### config.mk
export PLATFORM = sky130hd
export DESIGN_NAME = sd_protocol_monitor_flat
export DESIGN_NICKNAME = d
export VERILOG_FILES = /design/src/rtl/sd_protocol_monitor_if.sv /design/src/rtl/sd_protocol_monitor.sv /design/src/flat_wrapper.sv
export SDC_FILE = /design/constraint.sdc
export NUM_CORES = 1
export LEC_CHECK = 0
export CAP_MARGIN = 40
export CORE_MARGIN = 1
export CORE_UTILIZATION = 40
export CTS_CLUSTER_SIZE = 25
export DETAILED_ROUTE_END_ITERATION = 7
export MAX_ROUTING_LAYER = met4
export PLACE_DENSITY_LB_ADDON = 0.1
export SLEW_MARGIN = 20
export SYNTH_ARGS = -nofsm -noshare
export SYNTH_HDL_FRONTEND = slang
export SYNTH_SLANG_ARGS = --single-unit
### constraint.sdc
create_clock -name clk -period 2.3 [get_ports clk]
set_input_delay 0.46 -clock clk [delete_from_list [all_inputs] [get_ports clk]]
set_output_delay 0.46 -clock clk [all_outputs]
set_load 0.1 [all_outputs]
### src/rtl/sd_protocol_monitor_if.sv
// Bundle of monitored srdy/drdy channels plus the monitor's error and statistics outputs.
// The master modport drives stimulus; the slave modport is the monitor's view.
interface sd_protocol_monitor_if #(
    parameter int width     = 8,
    parameter int channels  = 2,
    parameter int cnt_width = 16
);
    localparam int chan_w = (channels > 1) ? $clog2(channels) : 1;

    logic [channels-1:0]           srdy;
    logic [channels-1:0]           drdy;
    logic [channels*width-1:0]     data;
    logic                          clear;

    logic [channels-1:0]           err_drop;
    logic [channels-1:0]           err_hold;
    logic [channels-1:0]           err_stall;
    logic                          err_any;
    logic                          first_valid;
    logic [chan_w-1:0]             first_chan;
    logic [1:0]                    first_code;
    logic [cnt_width-1:0]          first_time;
    logic [channels*cnt_width-1:0] xfer_count;

    modport master (
        output srdy, drdy, data, clear,
        input  err_drop, err_hold, err_stall, err_any,
        input  first_valid, first_chan, first_code, first_time, xfer_count
    );

    modport slave (
        input  srdy, drdy, data, clear,
        output err_drop, err_hold, err_stall, err_any,
        output first_valid, first_chan, first_code, first_time, xfer_count
    );
endinterface

### src/rtl/sd_protocol_monitor.sv
// Passive checker for srdy/drdy channels: flags drops, data changes and long stalls while a
// transfer is pending, records the first error, and counts transfers per channel.
module sd_protocol_monitor #(
    parameter int width     = 8,
    parameter int channels  = 2,
    parameter int max_stall = 3,
    parameter int cnt_width = 16
) (
    input  logic                   clk,
    input  logic                   reset,
    sd_protocol_monitor_if.slave   mon
);
    localparam int chan_w = (channels > 1) ? $clog2(channels) : 1;
    localparam logic [7:0]           stall_max = 8'(max_stall);
    localparam logic [cnt_width-1:0] cnt_max   = '1;

    logic [cnt_width-1:0] ts_q;

    logic                 pend_q  [channels];
    logic [width-1:0]     data_q  [channels];
    logic [7:0]           stall_q [channels];
    logic [7:0]           stall_d [channels];
    logic [cnt_width-1:0] xfer_q  [channels];
    logic [cnt_width-1:0] xfer_d  [channels];

    logic [channels-1:0]  det_drop;
    logic [channels-1:0]  det_hold;
    logic [channels-1:0]  det_stall;

    logic [channels-1:0]  err_drop_q, err_drop_d;
    logic [channels-1:0]  err_hold_q, err_hold_d;
    logic [channels-1:0]  err_stall_q, err_stall_d;
    logic                 err_any_q, err_any_d;

    logic                 first_valid_q, first_valid_d;
    logic [chan_w-1:0]    first_chan_q, first_chan_d;
    logic [1:0]           first_code_q, first_code_d;
    logic [cnt_width-1:0] first_time_q, first_time_d;

    logic                 win_found;
    logic [chan_w-1:0]    win_chan;
    logic [1:0]           win_code;

    generate
        for (genvar gi = 0; gi < channels; gi++) begin : g_chan
            logic [width-1:0]     din;
            logic                 pending;
            logic                 xfer;
            logic [cnt_width-1:0] xfer_base;

            assign din     = mon.data[gi*width +: width];
            assign pending = mon.srdy[gi] & ~mon.drdy[gi];
            assign xfer    = mon.srdy[gi] & mon.drdy[gi];

            assign det_drop[gi]  = pend_q[gi] & ~mon.srdy[gi];
            assign det_hold[gi]  = pend_q[gi] & (din != data_q[gi]);
            assign det_stall[gi] = pending & (stall_q[gi] == stall_max);

            assign stall_d[gi] = !pending                   ? 8'd0 :
                                 (stall_q[gi] == stall_max) ? stall_q[gi] :
                                                              stall_q[gi] + 8'd1;

            // Clear and a same-cycle transfer combine: the count restarts at 1.
            assign xfer_base  = mon.clear ? '0 : xfer_q[gi];
            assign xfer_d[gi] = (xfer && (xfer_base != cnt_max)) ? xfer_base + 1'b1 : xfer_base;

            always_ff @(posedge clk) begin
                if (reset) begin
                    pend_q[gi]  <= 1'b0;
                    data_q[gi]  <= '0;
                    stall_q[gi] <= 8'd0;
                    xfer_q[gi]  <= '0;
                end else begin
                    pend_q[gi]  <= pending;
                    data_q[gi]  <= din;
                    stall_q[gi] <= stall_d[gi];
                    xfer_q[gi]  <= xfer_d[gi];
                end
            end

            assign mon.xfer_count[gi*cnt_width +: cnt_width] = xfer_q[gi];
        end
    endgenerate

    // Descending scan so the lowest-numbered detecting channel is the last one written.
    always_comb begin
        win_found = 1'b0;
        win_chan  = '0;
        win_code  = 2'd0;
        for (int i = channels - 1; i >= 0; i--) begin
            if (det_drop[i] || det_hold[i] || det_stall[i]) begin
                win_found = 1'b1;
                win_chan  = chan_w'(i);
                win_code  = det_drop[i] ? 2'd1 : (det_hold[i] ? 2'd2 : 2'd3);
            end
        end
    end

    always_comb begin
        err_drop_d  = (mon.clear ? '0 : err_drop_q)  | det_drop;
        err_hold_d  = (mon.clear ? '0 : err_hold_q)  | det_hold;
        err_stall_d = (mon.clear ? '0 : err_stall_q) | det_stall;
        err_any_d   = |{err_drop_d, err_hold_d, err_stall_d};

        first_valid_d = mon.clear ? 1'b0 : first_valid_q;
        first_chan_d  = mon.clear ? '0   : first_chan_q;
        first_code_d  = mon.clear ? 2'd0 : first_code_q;
        first_time_d  = mon.clear ? '0   : first_time_q;
        if (!first_valid_d && win_found) begin
            first_valid_d = 1'b1;
            first_chan_d  = win_chan;
            first_code_d  = win_code;
            first_time_d  = ts_q;
        end
    end

    always_ff @(posedge clk) begin
        if (reset) begin
            ts_q          <= '0;
            err_drop_q    <= '0;
            err_hold_q    <= '0;
            err_stall_q   <= '0;
            err_any_q     <= 1'b0;
            first_valid_q <= 1'b0;
            first_chan_q  <= '0;
            first_code_q  <= 2'd0;
            first_time_q  <= '0;
        end else begin
            ts_q          <= ts_q + 1'b1;
            err_drop_q    <= err_drop_d;
            err_hold_q    <= err_hold_d;
            err_stall_q   <= err_stall_d;
            err_any_q     <= err_any_d;
            first_valid_q <= first_valid_d;
            first_chan_q  <= first_chan_d;
            first_code_q  <= first_code_d;
            first_time_q  <= first_time_d;
        end
    end

    assign mon.err_drop    = err_drop_q;
    assign mon.err_hold    = err_hold_q;
    assign mon.err_stall   = err_stall_q;
    assign mon.err_any     = err_any_q;
    assign mon.first_valid = first_valid_q;
    assign mon.first_chan  = first_chan_q;
    assign mon.first_code  = first_code_q;
    assign mon.first_time  = first_time_q;
endmodule

### src/flat_wrapper.sv
// flat-port wrapper written by rule: the top's interface ports become plain ports
module sd_protocol_monitor_flat 
#(
    parameter int width     = 8,
    parameter int channels  = 2,
    parameter int max_stall = 3,
    parameter int cnt_width = 16
)
  (clk, reset, mon_srdy, mon_drdy, mon_data, mon_clear, mon_err_drop, mon_err_hold, mon_err_stall, mon_err_any, mon_first_valid, mon_first_chan, mon_first_code, mon_first_time, mon_xfer_count);
  sd_protocol_monitor_if #(.width(width), .channels(channels), .cnt_width(cnt_width)) mon_i ();
  input  logic clk;
  input  logic reset;
  input wire logic [$bits(mon_i.srdy)-1:0] mon_srdy;
  input wire logic [$bits(mon_i.drdy)-1:0] mon_drdy;
  input wire logic [$bits(mon_i.data)-1:0] mon_data;
  input wire logic [$bits(mon_i.clear)-1:0] mon_clear;
  output wire logic [$bits(mon_i.err_drop)-1:0] mon_err_drop;
  output wire logic [$bits(mon_i.err_hold)-1:0] mon_err_hold;
  output wire logic [$bits(mon_i.err_stall)-1:0] mon_err_stall;
  output wire logic [$bits(mon_i.err_any)-1:0] mon_err_any;
  output wire logic [$bits(mon_i.first_valid)-1:0] mon_first_valid;
  output wire logic [$bits(mon_i.first_chan)-1:0] mon_first_chan;
  output wire logic [$bits(mon_i.first_code)-1:0] mon_first_code;
  output wire logic [$bits(mon_i.first_time)-1:0] mon_first_time;
  output wire logic [$bits(mon_i.xfer_count)-1:0] mon_xfer_count;
  assign mon_i.srdy = mon_srdy;
  assign mon_i.drdy = mon_drdy;
  assign mon_i.data = mon_data;
  assign mon_i.clear = mon_clear;
  assign mon_err_drop = mon_i.err_drop;
  assign mon_err_hold = mon_i.err_hold;
  assign mon_err_stall = mon_i.err_stall;
  assign mon_err_any = mon_i.err_any;
  assign mon_first_valid = mon_i.first_valid;
  assign mon_first_chan = mon_i.first_chan;
  assign mon_first_code = mon_i.first_code;
  assign mon_first_time = mon_i.first_time;
  assign mon_xfer_count = mon_i.xfer_count;
  sd_protocol_monitor #(.width(width), .channels(channels), .max_stall(max_stall), .cnt_width(cnt_width)) u_core (.clk(clk), .reset(reset), .mon(mon_i));
endmodule
# Word level (Yosys, flattened, before mapping)
# Memories as Yosys holds them, arrays and structs flattened.
# Index checks and enable logic that the tools add are counted.
dict set report op_classes {
  n_eq_ne 6
  mux 39
  bitwise_logic 25
  n_addsub 5
  reduce_logical 10
}
# operator count
set op_table {}
lappend op_table {{$mux 16} 8}
lappend op_table {{$mux 8} 8}
lappend op_table {{$add 16x1->16 const B} 3}
lappend op_table {{$ne 16x16->1 const B} 2}
lappend op_table {{$mux 2} 9}
lappend op_table {{$add 8x1->8 const B} 2}
lappend op_table {{$eq 8x2->1 const B} 2}
lappend op_table {{$ne 8x8->1} 2}
lappend op_table {{$mux 1} 14}
lappend op_table {{$and 1x1->1} 10}
lappend op_table {{$or 1x1->1} 8}
lappend op_table {{$or 2x2->2} 3}
lappend op_table {{$reduce_or 6->1} 1}
lappend op_table {{$logic_or 1x1->1} 4}
lappend op_table {{$not 1->1} 4}
lappend op_table {{$logic_and 1x1->1} 3}
lappend op_table {{$reduce_bool 2->1} 1}
lappend op_table {{$logic_not 1->1} 1}
dict set report totals {
  n_memories 4
  mem_bits_rw 66
  elab_cells 98
  output_inout_bits 59
  register_bits 43
}
# name words word_bits read_ports rd_clocked_by_memory_dff wr line
set memory_table {}
lappend memory_table {u_core.xfer_q 2 16 2 0 2 sd_protocol_monitor.sv:23} ;# logic [cnt_width-1:0] xfer_q [channels];
lappend memory_table {u_core.data_q 2 8 2 0 2 sd_protocol_monitor.sv:20} ;# logic [width-1:0] data_q [channels];
lappend memory_table {u_core.stall_q 2 8 2 0 2 sd_protocol_monitor.sv:21} ;# logic [7:0] stall_q [channels];
lappend memory_table {u_core.pend_q 2 1 2 0 2 sd_protocol_monitor.sv:19} ;# logic pend_q [channels];

# Longest topological paths before layout
# An unclocked memory read counts as a cell.
dict set report logic_depth {
  word_depth 9
  ltp_mapped 10
}

# Least setup slack after synthesis
# OpenSTA, ideal clock, no wires.
dict set report synth_timing {
  kind {flip-flop to flip-flop}
  from {memory u_core.xfer_q[1][0]}
  to {memory u_core.xfer_q[1][10]}
  stages_incl_launch_ff 9
  t_required_ps 2233
  path_slack_ps -492
  n_path_buf 0
  period_less_slack_ps 2792
  arrival_time_ps 2725
  cell_sequence {dfxtp_1 nor2b_1 ha_1 nand3b_1 or2_2 a311oi_1 nand3_1 xor2_1 nor2_1}
}
# element line
set synth_rtl {}
lappend synth_rtl {{start: declaration} sd_protocol_monitor.sv:23}

# Final worst setup path
dict set report layout_timing {
  from {input port mon_data[7]}
  to {register u_core.first_chan_q (netlist: u_core.mon.first_chan)}
}
dict set report layout_via {
  elab_chain_len 7
  word_cells_on_any_way 9
  cone_classes {1 x eq/ne; 3 x mux; 1 x bitwise; 4 x reduce/logical}
}
# element line
set layout_rtl {}
lappend layout_rtl {{start: declaration} flat_wrapper.sv:15} ;# input wire logic [$bits(mon_i.data)-1:0] mon_data;
lappend layout_rtl {{$ne 8x8->1 (*)} sd_protocol_monitor.sv:56} ;# assign det_hold[gi] = pend_q[gi] & (din != data_q[gi]);
lappend layout_rtl {{$and 1x1->1 (*)} sd_protocol_monitor.sv:56}
lappend layout_rtl {{$logic_or 1x1->1 (*) (2 in series)} sd_protocol_monitor.sv:91} ;# if (det_drop[i] || det_hold[i] || det_stall[i]) begin
lappend layout_rtl {{$mux 1} sd_protocol_monitor.sv:91}
lappend layout_rtl {{$logic_and 1x1->1} sd_protocol_monitor.sv:109} ;# if (!first_valid_d && win_found) begin
lappend layout_rtl {{$mux 1 / $reduce_bool 2->1 (equally long branches)} -}
lappend layout_rtl {{end signal: assignment} sd_protocol_monitor.sv:135} ;# first_chan_q <= first_chan_d;
lappend layout_rtl {{end: declaration} sd_protocol_monitor.sv:36} ;# logic [chan_w-1:0] first_chan_q, first_chan_d;
# Mark *: on every way between the ends. The rest lies on a longest branch, timed or not.
# A chain may end at the register's enable or synchronous reset.

==> metrics.md <==
| Metric | Value |
|---|---|
| Status | finished, final reports clean |
| Register bit total from synthesis | 109 |
| Height of the die | 110.4 um |
| Max-cap violation count | 0 |
| I/O pin total | 82 |
| Launch point of the worst path | mon_data[7] |
| Final ANT Viol Nets | 0 |
| Worst Hold Launch | u_core.mon.first_time[15] |
| Core Box Area | 0.01142 mm^2 |
| Crit-path slowest cell | or4_1 |
| Synthesized net count | 555 |
| # diodes | 0 |
| Mapped Cells | 527 |
| Worst-Skew Late Latency | 0.35 ns |
| Synth warn | 0 |
| Fillers | 1,081 |
| Worst-path cell chain | clkdlybuf4s50_1, xor2_1, nor4_2, buf_4, a21boi_2, buf_4, or4_1, a21oi_1 |
| Overall Power | 4.020 mW |
| Post-synth cell types | 46 |
| CTS max path bufs | 2 |
| Largest stage delay, worst path | 0.51 ns |
| 1st-pass router iterations | 4 |
| Async SR Flop Fraction | 0% |
| WP data arrival | 2.48 ns |
| DP Area | 0.005774 mm^2 |
| FP Rows | 39 |
| Root Buffer | clkbuf_16 |
| Initial core utilization | 41.18% |
| Critical path startpoint category | input port |
| First-pass GRT wire length | 17,420 um |
| Max FO, Critical Path | 3 |
| Total die area | 0.01219 mm^2 |
| CTS tree | yes |
| Total Wirelength | 10,600 um |
| Dpl hpwl | 7454 um |
| Flop-to-flop setup slack | 0.13 ns |
| Endpoints failing hold | 0 |
| Sequential element share of the synthesized area | 46.41% |
| Hold Crit Depth | 2 |
| 1st-iter DRT viols | 183 |
| Htree depth | 3 |
| Most common cell after layout, fill and taps aside | buf_4 |
| GRT overflow | 0 |
| Worst R2R Start | u_core.stall_q[0][0] |
| Fmax | 453.9 MHz |
| FF-to-FF End | u_core.mon.first_code[0] |
| Crit Path Class | input port to flip-flop |
| Critical Path End | u_core.mon.first_chan |
| Vias/cell | 4.917 |
| TritonCTS Buffers | 9 |
| Final core occ | 54.11% |
| Top cells by area in the synthesized netlist | dfxtp_1 46%, xor2_1 8.0%, nor2_1 6.2%, nand3_1 5.1%, xnor2_1 5.0% |
| Worst setup EP type | flip-flop |
| Most frequent CP cell | buf_4 |
| Final setup fails | 0 |
| Hold Path Class | flip-flop to flip-flop |
| Die Span X | 110.4 um |
| Post-route design area | 0.006178 mm^2 |
| Critical Path RT | 2.58 ns |
| Gpl congestion | 0.8642 |
| VDD IR max | 0.5289 mV |
| Worst Setup Slack, final | 0.09706 ns |
| Top cell type's share of synthesized area | 46.41% |
| Port bufs | 81 |
| Total global-route track usage | 17.96% |
| Synth Cell Area | 0.004702 mm^2 |
| Fin crit period | 2.203 ns |
| EDFF count, synth | 0 |
| Reg clk slew, reported paths | 0.07 ns |
| Syn-to-layout area delta | 31.40% |
| # clock sinks | 109 |
| Skew final | 0.008171 ns |
| Final Cycle Share | 95.78% |
| R2r worst-path depth | 8 |
| Via Count | 3,894 |
| Initial antenna violation count | 0 |
| Slew @ Worst Pin | 0.7769 ns |
| Largest net degree at the start of global routing | 44 |
| Syn avg cell area | 8.922 um^2 |
| Relative slew slack | 48.15% |
| PwrDens | 650.6 mW/mm^2 |
| Nets | 672 |
| Most frequent cells in the layout | 98 x buf_4, 96 x dfxtp_1, 78 x nor2_1 |
| Most used DFF post-synth | dfxtp_1 |
| Yosys top cell by area | dfxtp_1 |
| Max-slew violations | 0 |
| Share of layout cells above drive strength 1 | 22.96% |
| Post-DR wirelength/cell | 13.38 um |
| Leak pwr | 2.448 nW |
| Pre-CTS setup slack | -0.4967 ns |
| Vias in the first global route | 3,703 |
| Drt drc | 0 |
[per-layer routing]
| layer | vias up | global-route usage (%) | part of all wire (%) |
|---|---|---|---|
| met1 | 1803 | 21.14 | 47 |
| met5 | - | - | 0 |
| met2 | 73 | 29.03 | 46 |
| li1 | 2008 | - | - |
| met3 | 10 | 5.982 | 4.9 |
| met4 | 0 | 5.422 | 1.3 |
[worst min-delay path by stage]
stage	to	slack [ns]
5_1_grt	u_core.mon.first_time[12]	0.48
2_1_floorplan	u_core.ts_q[0]	0.43
3_3_place_gp	u_core.ts_q[0]	0.44
6_report	u_core.mon.first_time[15]	0.45
4_1_cts	u_core.mon.first_time[15]	0.46
3_5_place_dp	u_core.ts_q[0]	0.45
[registers in the layout (all words and copies together) (netlist names)]
name / count
u_core.ts_q: 16
u_core.xfer_q: 32
u_core.mon.first_valid: 1
u_core.mon.err_any: 1
u_core.mon.err_drop: 2
u_core.mon.first_chan: 1
u_core.data_q: 16
u_core.stall_q: 16
u_core.mon.first_time: 16
u_core.mon.first_code: 2
u_core.pend_q: 2
u_core.mon.err_stall: 2
u_core.mon.err_hold: 2
[cells in the mapped netlist, drive strengths merged (5+ instances only)]
master	n
nor3	5
xor2	43
o21ai	20
a21oi	15
dfxtp	109
ha	5
nor2b	30
clkbuf	13
xnor2	27
nand2	30
inv	12
nand2b	20
and3	11
nor4	10
nor2	79
nand3	48
[through the flow]
stage	cells	TNS, ns	hold slack, ns
after floorplan	527	-0.03225	0.4262
after global placement	772	-14.48	0.4426
after detailed placement	772	-16.13	0.4453
after CTS	788	0	0.4581
after global routing	792	-0.05386	0.4763
final	792	0	0.4532
[worst max-delay path: cells and delay by family]
| family | cells | cell delay [ns] |
|---|---|---|
| AO/OA/AOI/OAI | 2 | 0.23 |
| AND/OR/NAND/NOR | 2 | 0.86 |
| buffers and inverters | 3 | 0.77 |
| XOR/XNOR | 1 | 0.16 |
[where the power goes]
part           total [mW]  switching (mW)  leakage (nW)  internal, mW
sequential           1.95          0.0233         0.891          1.92
clock                1.70           0.690         0.163          1.01
combinational       0.373           0.231          1.39         0.142
[area by class of cell]
| class | count | area, um^2 | area share, % |
|---|---|---|---|
| multi-input combinational | 389 | 2424 | 39.23 |
| timing repair buffer | 123 | 1006 | 16.28 |
| inverter | 12 | 45.04 | 0.7290 |
| clock buffer | 12 | 256.5 | 4.151 |
| sequential | 109 | 2198 | 35.58 |
| clock inverter | 4 | 70.07 | 1.134 |
| tap | 143 | 178.9 | 2.896 |
[logic make-up after synthesis]
group           Yosys count  share of synthesized area, %
compound gates           53                         7.504
xor+xnor                 70                         13.04
fa+ha+maj                 5                         1.330
buf+inv                  29                         2.820
flops                   109                         46.41
mux                       3                        0.6387
simple gates            258                         28.26
[timing repair]
action | 4_1_cts | 5_1_grt
cloned | 0 | 1
setup endpoints to repair | 20 | 19
pin swaps | 0 | 3
buffers inserted | 0 | 3
hold buffers | 0 | 0
resized for setup | 3 | 4
No activity file was read; power rests on OpenSTA's default activity.
